File: config.mk
export PLATFORM = sky130hd
export DESIGN_NAME = axi_lite_master
export DESIGN_NICKNAME = d
export VERILOG_FILES = /design/src/rtl/axi_pkg.sv /design/src/rtl/axi_lite_master.sv
export SDC_FILE = /design/constraint.sdc
export NUM_CORES = 1
export LEC_CHECK = 0
export CORE_MARGIN = 2
export CORE_UTILIZATION = 38
export CTS_CLUSTER_SIZE = 24
export DETAILED_ROUTE_END_ITERATION = 16
export PLACE_DENSITY_LB_ADDON = 0.15
export SYNTH_ARGS = -nofsm -noshare
export SYNTH_HDL_FRONTEND = slang
export SYNTH_SLANG_ARGS = --single-unit
File: constraint.sdc
create_clock -name AXI_ACLK -period 2 [get_ports AXI_ACLK]
set_clock_uncertainty 0.1 [all_clocks]
set_input_delay 0.3 -clock AXI_ACLK [delete_from_list [all_inputs] [get_ports AXI_ACLK]]
set_output_delay 0.3 -clock AXI_ACLK [all_outputs]
set_load 0.01 [all_outputs]
File: src/rtl/axi_pkg.sv
// Shared AXI4-Lite definitions: response codes, master FSM states and a
// response classifier.
package axi_pkg;

    localparam logic [1:0] AXI_RESP_OKAY   = 2'b00;
    localparam logic [1:0] AXI_RESP_EXOKAY = 2'b01;
    localparam logic [1:0] AXI_RESP_SLVERR = 2'b10;
    localparam logic [1:0] AXI_RESP_DECERR = 2'b11;

    typedef enum logic [2:0] {
        IDLE,
        WRITE,
        WRESP,
        READ,
        DONE
    } axi_lite_state_e;

    // SLVERR and DECERR are reported to the core as a single error bit.
    function automatic logic resp_is_err(input logic [1:0] resp);
        case (resp)
            AXI_RESP_OKAY, AXI_RESP_EXOKAY:  return 1'b0;
            AXI_RESP_SLVERR, AXI_RESP_DECERR: return 1'b1;
            default:                          return 1'b0;
        endcase
    endfunction

endpackage

File: src/rtl/axi_lite_master.sv
// AXI4-Lite initiator: turns a single-outstanding core load/store request
// into one AXI4-Lite transaction and returns a one-cycle response pulse.
module axi_lite_master
    import axi_pkg::*;
#(
    parameter int AXI_AWIDTH = 32,
    parameter int AXI_DWIDTH = 32
) (
    input  logic                    AXI_ACLK,
    input  logic                    AXI_ARESET,

    input  logic                    req_valid,
    output logic                    req_ready,
    input  logic                    req_we,
    input  logic [AXI_AWIDTH-1:0]   req_addr,
    input  logic [AXI_DWIDTH-1:0]   req_wdata,
    input  logic [AXI_DWIDTH/8-1:0] req_wstrb,
    output logic                    rsp_valid,
    output logic [AXI_DWIDTH-1:0]   rsp_rdata,
    output logic                    rsp_err,

    output logic [AXI_AWIDTH-1:0]   AXI_AWADDR,
    output logic                    AXI_AWVALID,
    input  logic                    AXI_AWREADY,
    output logic [AXI_DWIDTH-1:0]   AXI_WDATA,
    output logic [AXI_DWIDTH/8-1:0] AXI_WSTRB,
    output logic                    AXI_WVALID,
    input  logic                    AXI_WREADY,
    input  logic [1:0]              AXI_BRESP,
    input  logic                    AXI_BVALID,
    output logic                    AXI_BREADY,
    output logic [AXI_AWIDTH-1:0]   AXI_ARADDR,
    output logic                    AXI_ARVALID,
    input  logic                    AXI_ARREADY,
    input  logic [AXI_DWIDTH-1:0]   AXI_RDATA,
    input  logic [1:0]              AXI_RRESP,
    input  logic                    AXI_RVALID,
    output logic                    AXI_RREADY
);

    axi_lite_state_e state, state_nx;

    logic                    aw_done, w_done, ar_done;
    logic [AXI_AWIDTH-1:0]   addr_q;
    logic [AXI_DWIDTH-1:0]   wdata_q;
    logic [AXI_DWIDTH/8-1:0] wstrb_q;
    logic                    cap_b, cap_r;

    assign AXI_AWADDR = addr_q;
    assign AXI_ARADDR = addr_q;
    assign AXI_WDATA  = wdata_q;
    assign AXI_WSTRB  = wstrb_q;

    always_ff @(posedge AXI_ACLK) begin
        if (AXI_ARESET) state <= IDLE;
        else            state <= state_nx;
    end

    always_comb begin
        state_nx    = state;
        req_ready   = 1'b0;
        rsp_valid   = 1'b0;
        AXI_AWVALID = 1'b0;
        AXI_WVALID  = 1'b0;
        AXI_BREADY  = 1'b0;
        AXI_ARVALID = 1'b0;
        AXI_RREADY  = 1'b0;
        cap_b       = 1'b0;
        cap_r       = 1'b0;
        case (state)
            IDLE: begin
                req_ready = 1'b1;
                if (req_valid) state_nx = req_we ? WRITE : READ;
            end
            WRITE: begin
                AXI_AWVALID = !aw_done;
                AXI_WVALID  = !w_done;
                AXI_BREADY  = 1'b1;
                // A B response arriving with the last AW/W handshake is taken at once.
                if ((aw_done || AXI_AWREADY) && (w_done || AXI_WREADY)) begin
                    cap_b    = AXI_BVALID;
                    state_nx = AXI_BVALID ? DONE : WRESP;
                end
            end
            WRESP: begin
                AXI_BREADY = 1'b1;
                cap_b      = AXI_BVALID;
                if (AXI_BVALID) state_nx = DONE;
            end
            READ: begin
                AXI_ARVALID = !ar_done;
                AXI_RREADY  = 1'b1;
                cap_r       = AXI_RVALID;
                if (AXI_RVALID) state_nx = DONE;
            end
            DONE: begin
                rsp_valid = 1'b1;
                state_nx  = IDLE;
            end
            default: state_nx = IDLE;
        endcase
    end

    always_ff @(posedge AXI_ACLK) begin
        if (AXI_ARESET) begin
            addr_q    <= '0;
            wdata_q   <= '0;
            wstrb_q   <= '0;
            aw_done   <= 1'b0;
            w_done    <= 1'b0;
            ar_done   <= 1'b0;
            rsp_rdata <= '0;
            rsp_err   <= 1'b0;
        end else begin
            if (req_valid && req_ready) begin
                addr_q  <= req_addr;
                wdata_q <= req_wdata;
                wstrb_q <= req_wstrb;
                aw_done <= 1'b0;
                w_done  <= 1'b0;
                ar_done <= 1'b0;
            end
            if (AXI_AWVALID && AXI_AWREADY) aw_done <= 1'b1;
            if (AXI_WVALID && AXI_WREADY)   w_done  <= 1'b1;
            if (AXI_ARVALID && AXI_ARREADY) ar_done <= 1'b1;
            if (cap_b) begin
                rsp_rdata <= '0;
                rsp_err   <= resp_is_err(AXI_BRESP);
            end
            if (cap_r) begin
                rsp_rdata <= AXI_RDATA;
                rsp_err   <= resp_is_err(AXI_RRESP);
            end
        end
    end

endmodule

==> results of run 1 <==
## cell usage in the layout (no fill, tap or decap), types with 2 or more instances in the layout
master / Yosys / layout
a21oi_1: 105 / 105
buf_12: 0 / 4
buf_4: 36 / 18
bufinv_16: 0 / 2
clkbuf_16: 0 / 9
clkbuf_8: 0 / 2
clkdlybuf4s50_1: 0 / 242
dfxtp_1: 107 / 106
dlygate4sd2_1: 0 / 6
mux2i_1: 3 / 3
nand2_1: 171 / 171
nand2b_1: 3 / 3
nand3b_1: 4 / 4
nor2_1: 6 / 6
nor3b_1: 2 / 2
o221ai_1: 33 / 33
## final timing paths
path	endpoint	cells after the start
max	AXI_WVALID	3
min	AXI_WDATA[29]$_SDFFE_PP0P_	2
max reg2reg	ar_done$_SDFFE_PP0P_	5
min reg2reg	AXI_WDATA[29]$_SDFFE_PP0P_	2
## where the power goes
| group | internal (mW) | switching [mW] |
|---|---|---|
| Sequential | 2.42 | 0.188 |
| Clock | 1.16 | 0.749 |
| Combinational | 1.29 | 1.30 |
## per-layer routing
metal  share of wire [%]  GRT usage, %  vias to the layer above
met3                 9.1          6.70                       14
met5                   0             0                        -
met2                  49          34.9                      199
met4                 1.4          7.64                        0
li1                    -             -                     2187
met1                  40          23.4                     2025
## kinds of logic after synthesis
logic type / share of synthesized area [%]
fa+ha+maj: 0.225
xor+xnor: 0.197
simple gates: 18.8
mux: 0.985
buf+inv: 12.0
flops: 48.2
compound gates: 19.6
## worst max-delay path, stage by stage, from the launching register on
cell           delay, ns
dfxtp_2             0.35
or3b_2              0.47
nor2_1              0.09
dlygate4sd2_1       0.29
## sequential cells by signal, indices dropped and copies added (netlist names)
register and count:
AXI_ARADDR 32, AXI_WDATA 32, AXI_WSTRB 4, ar_done 1, aw_done 1, rsp_err 1
rsp_rdata 32, state 3, w_done 1
## what timing repair did
item | CTS | global route
resized for setup | 10 | 1
pin swaps | 0 | 0
endpoints found under the setup margin | 7 | 2
gates cloned | 0 | 0
## through the flow
| stage | hold WS [ns] | setup slack (ns) | total power [mW] |
|---|---|---|---|
| after floorplan | 0.336 | 0.351 | 4.15 |
| final | 0.189 | 0.0645 | 7.12 |
| after CTS | 0.180 | 0.0124 | 7.19 |
| after detailed placement | 0.346 | -0.125 | 5.30 |
| after global placement | 0.341 | -0.0973 | 5.24 |
| after global routing | 0.209 | 0.00461 | 7.50 |
## final cells by class
type	count	area [um^2]	area share, %
tap	143	179	2.51
sequential	107	2140	30.1
inverter	1	3.75	0.0527
multi-input combinational	347	1770	24.8
clock buffer	12	256	3.60
clock inverter	4	72.6	1.02
timing repair buffer	271	2700	37.9
==> impl_results.md, run 1 <==
* Status: complete, no violations
* DPL Wire Length at roughly 9600 um
* DRT iter0 DRCs at 213
* Synth cell count leaders: nand2_1, dfxtp_1, a21oi_1
* Fillers at ~1000
* Die area at about 13000 um^2
* Rows at 39
* First-pass GRT wire length at 20900 um
* Leading area contributor after synthesis: dfxtp_1
* Routed len/inst at roughly 15 um
* CP endpoint kind: primary output
* EDFF count, synth at 0
* Post-synth top area share at between 40% and 50%
* TritonCTS Sinks at about 110
* Worst-path maximum fanout at 7
* Num ports at between 200 and 300
* Sequential-to-total area share from yosys stat at about 48%
* RSZ-0062 raised after global routing: no
* Total track usage at approximately a fifth
* Drt first pass iters at 4
* Final setup violation count at 0
* Netlist cell types at 35
* Avg Synthesized Cell Area at slightly above 8 um^2
* Placed cells at 869
* Initial antenna violation count at 0
* Critical Path RT at between 1.5 and 2 ns
* Critical path class: reg -> out
* CTS H-tree lvls at 3
* Initial core utilization at around two fifths
* Fin Setup TNS at 0 ns
* Die Wd at 112 um
* DRC at 0
* Clock transition at the registers of the reported paths at 0.07 ns
* Ant diodes at 0
* CTS max path bufs at 2
* Worst hold path startpoint: AXI_ARESET
* Core area at between 10000 and 15000 um^2
* Nets@finish at 850
* Max_cap viols at 0
* Setup crit start: state[1]$_SDFFE_PP0P_
* Synth-to-layout area growth at 60.4%
* Total number of vias at about 4400
* GRT overflow at 0
* Peak VDD IR at between 0.5 and 0.6 mV
* Fmax at slightly above 0.5 GHz
* Hold_buf cts at 0
* Synth Flop Type: dfxtp_1
* Leak at ~2.5 nW
* Tmin final at between 1.5 and 2 ns
* WL final at 13300 um
* Vias per cell at roughly 5.0
* Post-Syn Nets at 650
* Synthesized instance count at between 500 and 600
* Rel. slew slack at about two thirds
* Final worst path period share at 96.8%
* Post-route ant nets at 0
* Largest net degree at the start of global routing at about 70
* Hold WC Path Type: in -> reg
* CTS tree: yes
* Worst setup SP type: register
* Post-synthesis register bit count at 107
* Die Ht at between 100 and 150 um
* Final Hold Violating Endpoints at 0
* Most numerous cell in the Yosys netlist: nand2_1
* Reg2Reg Setup Slack at 0.16 ns
* Routability Congestion at around 0.81
* FF-to-FF Start: state[2]$_SDFFE_PP0P_
* Ys async rst share at 0%
* Placed inst area at slightly below 7000 um^2
* Critical path data arrival time at between 1.5 and 2 ns
* Netlist Area Pre-Place at 4440 um^2
* Post-route insts no fill at just under 900
* Final Max Slew Viols at 0
* Root buffer cell: clkbuf_16
* Share of layout cells above drive strength 1 at 6.33%
* Final instance area at around 7100 um^2
* Pwr dens at about 1000 nW/um^2
* Post-CTS Setup Repair Bufs at 0
* Vias in the first global route at ~4200
* Num CTS Buffers at 9
* Clock Latency Late Sink at roughly 0.34 ns
* Area contributors post-synth: dfxtp_1, nand2_1, a21oi_1, o221ai_1, buf_4
* Final core utilization at 62.4%
* IO buf count at 250
* Worst-margin pin slew at a little under 0.5 ns
* YS warnings at 0
Power figures use the tool's default switching activity.
==> run 2, diff against run 1 <==
--- a/config.mk
+++ b/config.mk
@@ -5,11 +5,12 @@
 export SDC_FILE = /design/constraint.sdc
 export NUM_CORES = 1
 export LEC_CHECK = 0
+export CORE_ASPECT_RATIO = 0.6
 export CORE_MARGIN = 2
 export CORE_UTILIZATION = 38
 export CTS_CLUSTER_SIZE = 24
 export DETAILED_ROUTE_END_ITERATION = 16
-export PLACE_DENSITY_LB_ADDON = 0.15
+export PLACE_DENSITY = 0.79
 export SYNTH_ARGS = -nofsm -noshare
 export SYNTH_HDL_FRONTEND = slang
 export SYNTH_SLANG_ARGS = --single-unit
==> run 2 against run 1 <==
Register-to-register slack worse by 0.04 ns. Hold slack better by 0.095 ns. Count of clock-buffer cells in the layout shrank 2. First-iteration DRC count rose by 4.2%. Critical path type unchanged. Largest cell class unchanged. Largest power group is now combinational cells.
==> impl_results.md, run 2 (synthesized netlist as in run 1, its figures left out) <==
* Status: complete, no violations
* Nets@finish at 850 (unchanged)
* Area of the multi-input gates at 1770 um^2 (+0.21%)
* Worst setup SP type: register
* Die Ht at 87.8 um (-22%)
* Die area at 12600 um^2 (+0.23%)
* GRT overflow at 0 (unchanged)
* Hold WC Path Type: in -> reg
* Final setup violation count at 0 (unchanged)
* Clock Latency Late Sink at 0.33 ns (about the same)
* Largest net degree at the start of global routing at 69 (unchanged)
* Critical Path RT at 1.60 ns (about the same)
* DRC at 0 (unchanged)
* CTS max path bufs at 2 (unchanged)
* RSZ-0062 raised after global routing: no
* Worst-path maximum fanout at 13 (+6)
* Fin Setup TNS at 0 ns (unchanged)
* Pwr dens at 1000 nW/um^2 (+0.16%)
* Total track usage at 21.0% (+0.75 points)
* WHS at 0.284 ns (+0.0951 ns)
* Reg2Reg Setup Slack at 0.12 ns (-0.04 ns)
* Highest-count cells in the layout ignoring fill and taps: clkdlybuf4s50_1, nand2_1, dfxtp_1
* IO buf count at 250 (unchanged)
* Peak VDD IR at 0.625 mV (+18%)
* Final Hold Violating Endpoints at 0 (unchanged)
* Root buffer cell: clkbuf_16
* First-pass GRT wire length at 20900 um (about the same)
* Clock transition at the registers of the reported paths at 0.07 ns (about the same)
* Vias in the first global route at 4172 (-0.71%)
* Commonest non-fill, non-tap cell in the layout: clkdlybuf4s50_1
* Rows at 30 (-23%)
* Initial antenna violation count at 0 (unchanged)
* DPL Wire Length at 9950 um (+3.8%)
* Vias per cell at 4.92 (-1.6%)
* Initial core utilization at 39.2% (+0.28 points)
* Tot Pwr at 7.18 mW (+0.86%)
* Max_cap viols at 0 (unchanged)
* Synth-to-layout area growth at 61.5%
* Fmax at 0.522 GHz (+1.0%)
* Routability Congestion at 0.757 (-6.9%)
* Post-route insts no fill at 902 (+1.9%)
* CTS tree: yes
* CP endpoint kind: primary output
* Core area at 11300 um^2 (-0.72%)
* Critical path class: reg -> out
* Register area at 2140 um^2 (about the same)
* Leak at 2.54 nW (+0.99%)
* Worst-margin pin slew at 0.543 ns (+0.0630 ns)
* CTS H-tree lvls at 3 (unchanged)
* Critical path data arrival time at 1.52 ns (-0.02 ns)
* TritonCTS Sinks at 107 (unchanged)
* Fillers at 963 (-7.6%)
* Routed len/inst at 15.1 um (+0.88%)
* Post-route ant nets at 0 (unchanged)
* Rel. slew slack at 63.7% (-4.2 points)
* Final worst path period share at 95.8% (-0.96 points)
* Share of layout cells above drive strength 1 at 6.33% (unchanged)
* Num CTS Buffers at 9 (unchanged)
* Final Max Slew Viols at 0 (unchanged)
* Tmin final at 1.92 ns (-0.0192 ns)
* Placed cells at 886 (+2.0%)
* DRT iter0 DRCs at 222 (+4.2%)
* Drt first pass iters at 4 (unchanged)
* Die Wd at 144 um (+28%)
* Total number of vias at 4439 (+0.32%)
* Num ports at 253 (unchanged)
* Ant diodes at 0 (unchanged)
* WL final at 13600 um (+2.8%)
## run 2: changes by cell type in the layout (fill, tap and decap cells not counted), moves of 2 or more
| cell | delta |
|---|---|
| buf_12 | +3 |
| buf_4 | -3 |
| clkbuf_2 | +2 |
| clkbuf_8 | -2 |
| clkinv_4 | +2 |
| dlygate4sd2_1 | -2 |
| inv_6 | +2 |
## run 2: power breakdown
group          leakage [nW]  internal (mW)  switching (mW)
clock                 0.158           1.11           0.800
sequential            0.872           2.42           0.189
combinational          1.51           1.33            1.32
total                  2.54           4.87            2.31
## run 2: final cells by class
class / instances / area share [%]
Timing Repair Buffer: 271 / 38.1
Sequential cell: 107 / 29.8
Multi-Input combinational cell: 347 / 24.7
Clock buffer: 10 / 3.19
Tap cell: 160 / 2.79
Clock inverter: 6 / 1.32
Inverter: 1 / 0.0523
## run 2: timing repair
action                                  4_1_cts  5_1_grt
endpoints found under the setup margin        6        3
resized for setup                             7        5
hold buffers                                  0        0
buffers inserted                              0        0
endpoints found under the hold margin         0        0
## run 2: metal layers
layer  GRT usage (%)  vias up  wire (um)
li1                -     2186          -
met5               0        -          0
met1            24.4     2040       5470
met3            7.82       19       1300
met4            5.88        0        248
met2            36.9      194       6620
## run 2: final timing paths
path,startpoint,to,depth (start not counted)
max,state[0]$_SDFFE_PP0P_,req_ready,4
min,AXI_ARESET,AXI_WDATA[24]$_SDFFE_PP0P_,2
max reg2reg,state[0]$_SDFFE_PP0P_,rsp_rdata[8]$_SDFFE_PP0P_,6
min reg2reg,AXI_WDATA[24]$_SDFFE_PP0P_,AXI_WDATA[24]$_SDFFE_PP0P_,2
## run 2: through the flow
| step | setup slack (ns) | cell area (um^2) | util [%] |
|---|---|---|---|
| floorplan | 0.351 | 4440 | - |
| global placement | -0.0943 | 6860 | 60.5 |
| detailed placement | -0.133 | 6860 | 60.5 |
| CTS | 0.00459 | 7180 | 63.4 |
| global route | 0.0131 | 7180 | 63.3 |
| finish | 0.0837 | 7180 | 63.3 |
## run 2: worst max-delay path: stages, from the launching register on
cell	delay (ns)
dfxtp_1	0.33
buf_4	0.15
buf_4	0.19
nor3_2	0.22
dlygate4sd2_1	0.30
==> run 3, diff against run 2 <==
--- a/config.mk
+++ b/config.mk
@@ -5,11 +5,12 @@
 export SDC_FILE = /design/constraint.sdc
 export NUM_CORES = 1
 export LEC_CHECK = 0
-export CORE_ASPECT_RATIO = 0.6
+export CORE_ASPECT_RATIO = 1.4
 export CORE_MARGIN = 2
 export CORE_UTILIZATION = 38
 export CTS_CLUSTER_SIZE = 24
 export DETAILED_ROUTE_END_ITERATION = 16
+export GPL_ROUTABILITY_DRIVEN = 1
 export PLACE_DENSITY = 0.79
 export SYNTH_ARGS = -nofsm -noshare
 export SYNTH_HDL_FRONTEND = slang
==> run 3 against run 2 <==
Critical path depth fell by 1. Hold slack improved by 0.0058 ns. Sequential cell count did not move. Via count grew 1.4%. Clock power is essentially flat. Sequential share of layout area up 0.21 points. Critical endpoint is now AXI_WVALID. Largest cell class unchanged.
==> impl_results.md, run 3 (synthesized netlist as in run 1, its figures left out) <==
* Num CTS Buffers at 9 (unchanged)
* Total number of vias at 4501 (+1.4%)
* Vias per cell at 5.08 (+3.2%)
* TritonCTS Sinks at 107 (unchanged)
* Tmin final at 1.92 ns (-0.000732 ns)
* Final Max Slew Viols at 0 (unchanged)
* Fmax at 0.522 GHz (about the same)
* Pwr dens at 1000 nW/um^2 (+0.33%)
* Hold WC Path Type: in -> reg
* IO buf count at 250 (unchanged)
* CTS tree: yes
* Total track usage at 20.9% (-0.13 points)
* Routability Congestion at 0.769 (+1.6%)
* Core area at 11400 um^2 (+0.53%)
* Leak at 2.52 nW (-0.94%)
* Drt first pass iters at 4 (unchanged)
* Final setup violation count at 0 (unchanged)
* Placed cells at 870 (-1.8%)
* Status: complete, no violations
* Max_cap viols at 0 (unchanged)
* Rows at 46 (+53%)
* Ant diodes at 0 (unchanged)
* Critical Path RT at 1.60 ns (about the same)
* Worst-margin pin slew at 0.465 ns (-0.0781 ns)
* Highest-count cells in the layout ignoring fill and taps: clkdlybuf4s50_1, nand2_1, dfxtp_1
* Critical-path cell list: or3b_2, nor2_1, dlygate4sd2_1
* Worst Setup Slack, final at 0.0844 ns (+0.000732 ns)
* Rel. slew slack at 68.9% (+5.2 points)
* Commonest non-fill, non-tap cell in the layout: clkdlybuf4s50_1
* Initial antenna violation count at 0 (unchanged)
* Largest net degree at the start of global routing at 55 (-20%)
* Peak VDD IR at 0.637 mV (+1.9%)
* WL final at 13600 um (-0.53%)
* CTS max path bufs at 2 (unchanged)
* RSZ-0062 raised after global routing: no
* Share of layout cells above drive strength 1 at 6.06% (-0.27 points)
* Dpl ws at -0.126 ns (+0.00724 ns)
* Final Hold Violating Endpoints at 0 (unchanged)
* Worst-path maximum fanout at 3 (-10)
* First-pass GRT wire length at 21000 um (+0.27%)
* CP max stage delay at 0.48 ns (+0.15 ns)
* DRC at 0 (unchanged)
* Root buffer cell: clkbuf_16
* Critical-path top delay cell: or3b_2
* Clock Latency Late Sink at 0.34 ns (about the same)
* Post-route ant nets at 0 (unchanged)
* Post-route insts no fill at 886 (-1.8%)
* Initial core utilization at 39.0% (-0.21 points)
* Vias in the first global route at 4359 (+4.5%)
* Routed len/inst at 15.3 um (+1.3%)
* Critical path data arrival time at 1.52 ns (about the same)
* Synth-to-layout area growth at 60.3%
* Nets@finish at 850 (unchanged)
* Die area at 12600 um^2 (-0.13%)
* GRT overflow at 0 (unchanged)
* Worst setup SP type: register
* Critical path class: reg -> out
* Final worst path period share at 95.8% (about the same)
* DRT iter0 DRCs at 176 (-21%)
* CTS H-tree lvls at 3 (unchanged)
* DPL Wire Length at 10100 um (+1.3%)
* Die Wd at 95.4 um (-34%)
* Clock transition at the registers of the reported paths at 0.07 ns (about the same)
* Die Ht at 132 um (+50%)
* WHS at 0.289 ns (+0.00582 ns)
* Num ports at 253 (unchanged)
* CP endpoint kind: primary output
run 3: worst max-delay path, delay by kind of cell, from the launching register on:
family | cells | cell delay, ns
simple gates | 2 | 0.57
buf+inv | 1 | 0.29
flops | 1 | 0.32
run 3: routing by layer:
layer	vias to the layer above	global-route usage, %	share of wire (%)	wire [um]
li1	2189	-	-	-
met1	2058	21.2	36	4820
met2	214	38.0	52	7110
met3	40	5.89	8.4	1140
met4	0	10.1	3.7	503
met5	-	0	0	0
run 3: worst paths after layout:
check | start | cells past startpoint | end | slack [ns]
worst max-delay path | state[2]$_SDFFE_PP0P_ | 3 | AXI_WVALID | 0.08
worst min-delay path | AXI_ARESET | 2 | AXI_WSTRB[1]$_SDFFE_PP0P_ | 0.29
worst max register to register | state[2]$_SDFFE_PP0P_ | 5 | AXI_WSTRB[2]$_SDFFE_PP0P_ | 0.10
worst min register to register | AXI_WDATA[30]$_SDFFE_PP0P_ | 2 | AXI_WDATA[30]$_SDFFE_PP0P_ | 0.35
run 3: per-stage QoR:
stage / instance area, um^2 / util [%] / total power [mW] / setup TNS (ns)
2_1_floorplan: 4440 / - / 4.15 / 0
3_3_place_gp: 6790 / 59.6 / 5.22 / -5.09
3_5_place_dp: 6790 / 59.6 / 5.31 / -6.25
4_1_cts: 7120 / 62.5 / 7.23 / 0
5_1_grt: 7130 / 62.5 / 7.57 / 0
6_report: 7130 / 62.5 / 7.15 / 0
run 3: where the power goes:
| group | switching (mW) | total (mW) | internal, mW |
|---|---|---|---|
| Sequential | 0.183 | 2.60 | 2.42 |
| Combinational | 1.32 | 2.61 | 1.30 |
| Clock | 0.765 | 1.93 | 1.17 |
run 3: cell type report:
type	count	area (um^2)
Clock inverter	5	83.8
Timing Repair Buffer	271	2690
Fill cell	966	4270
Multi-Input combinational cell	347	1770
Clock buffer	11	253
Inverter	1	3.75
Sequential cell	107	2140
Tap cell	144	180
run 3: repair_timing:
item	in CTS	in global routing
gates cloned	0	0
hold buffers	0	0
pin swaps	0	0
setup endpoints to repair	7	8
gates resized for setup	8	1
setup buffers	0	0
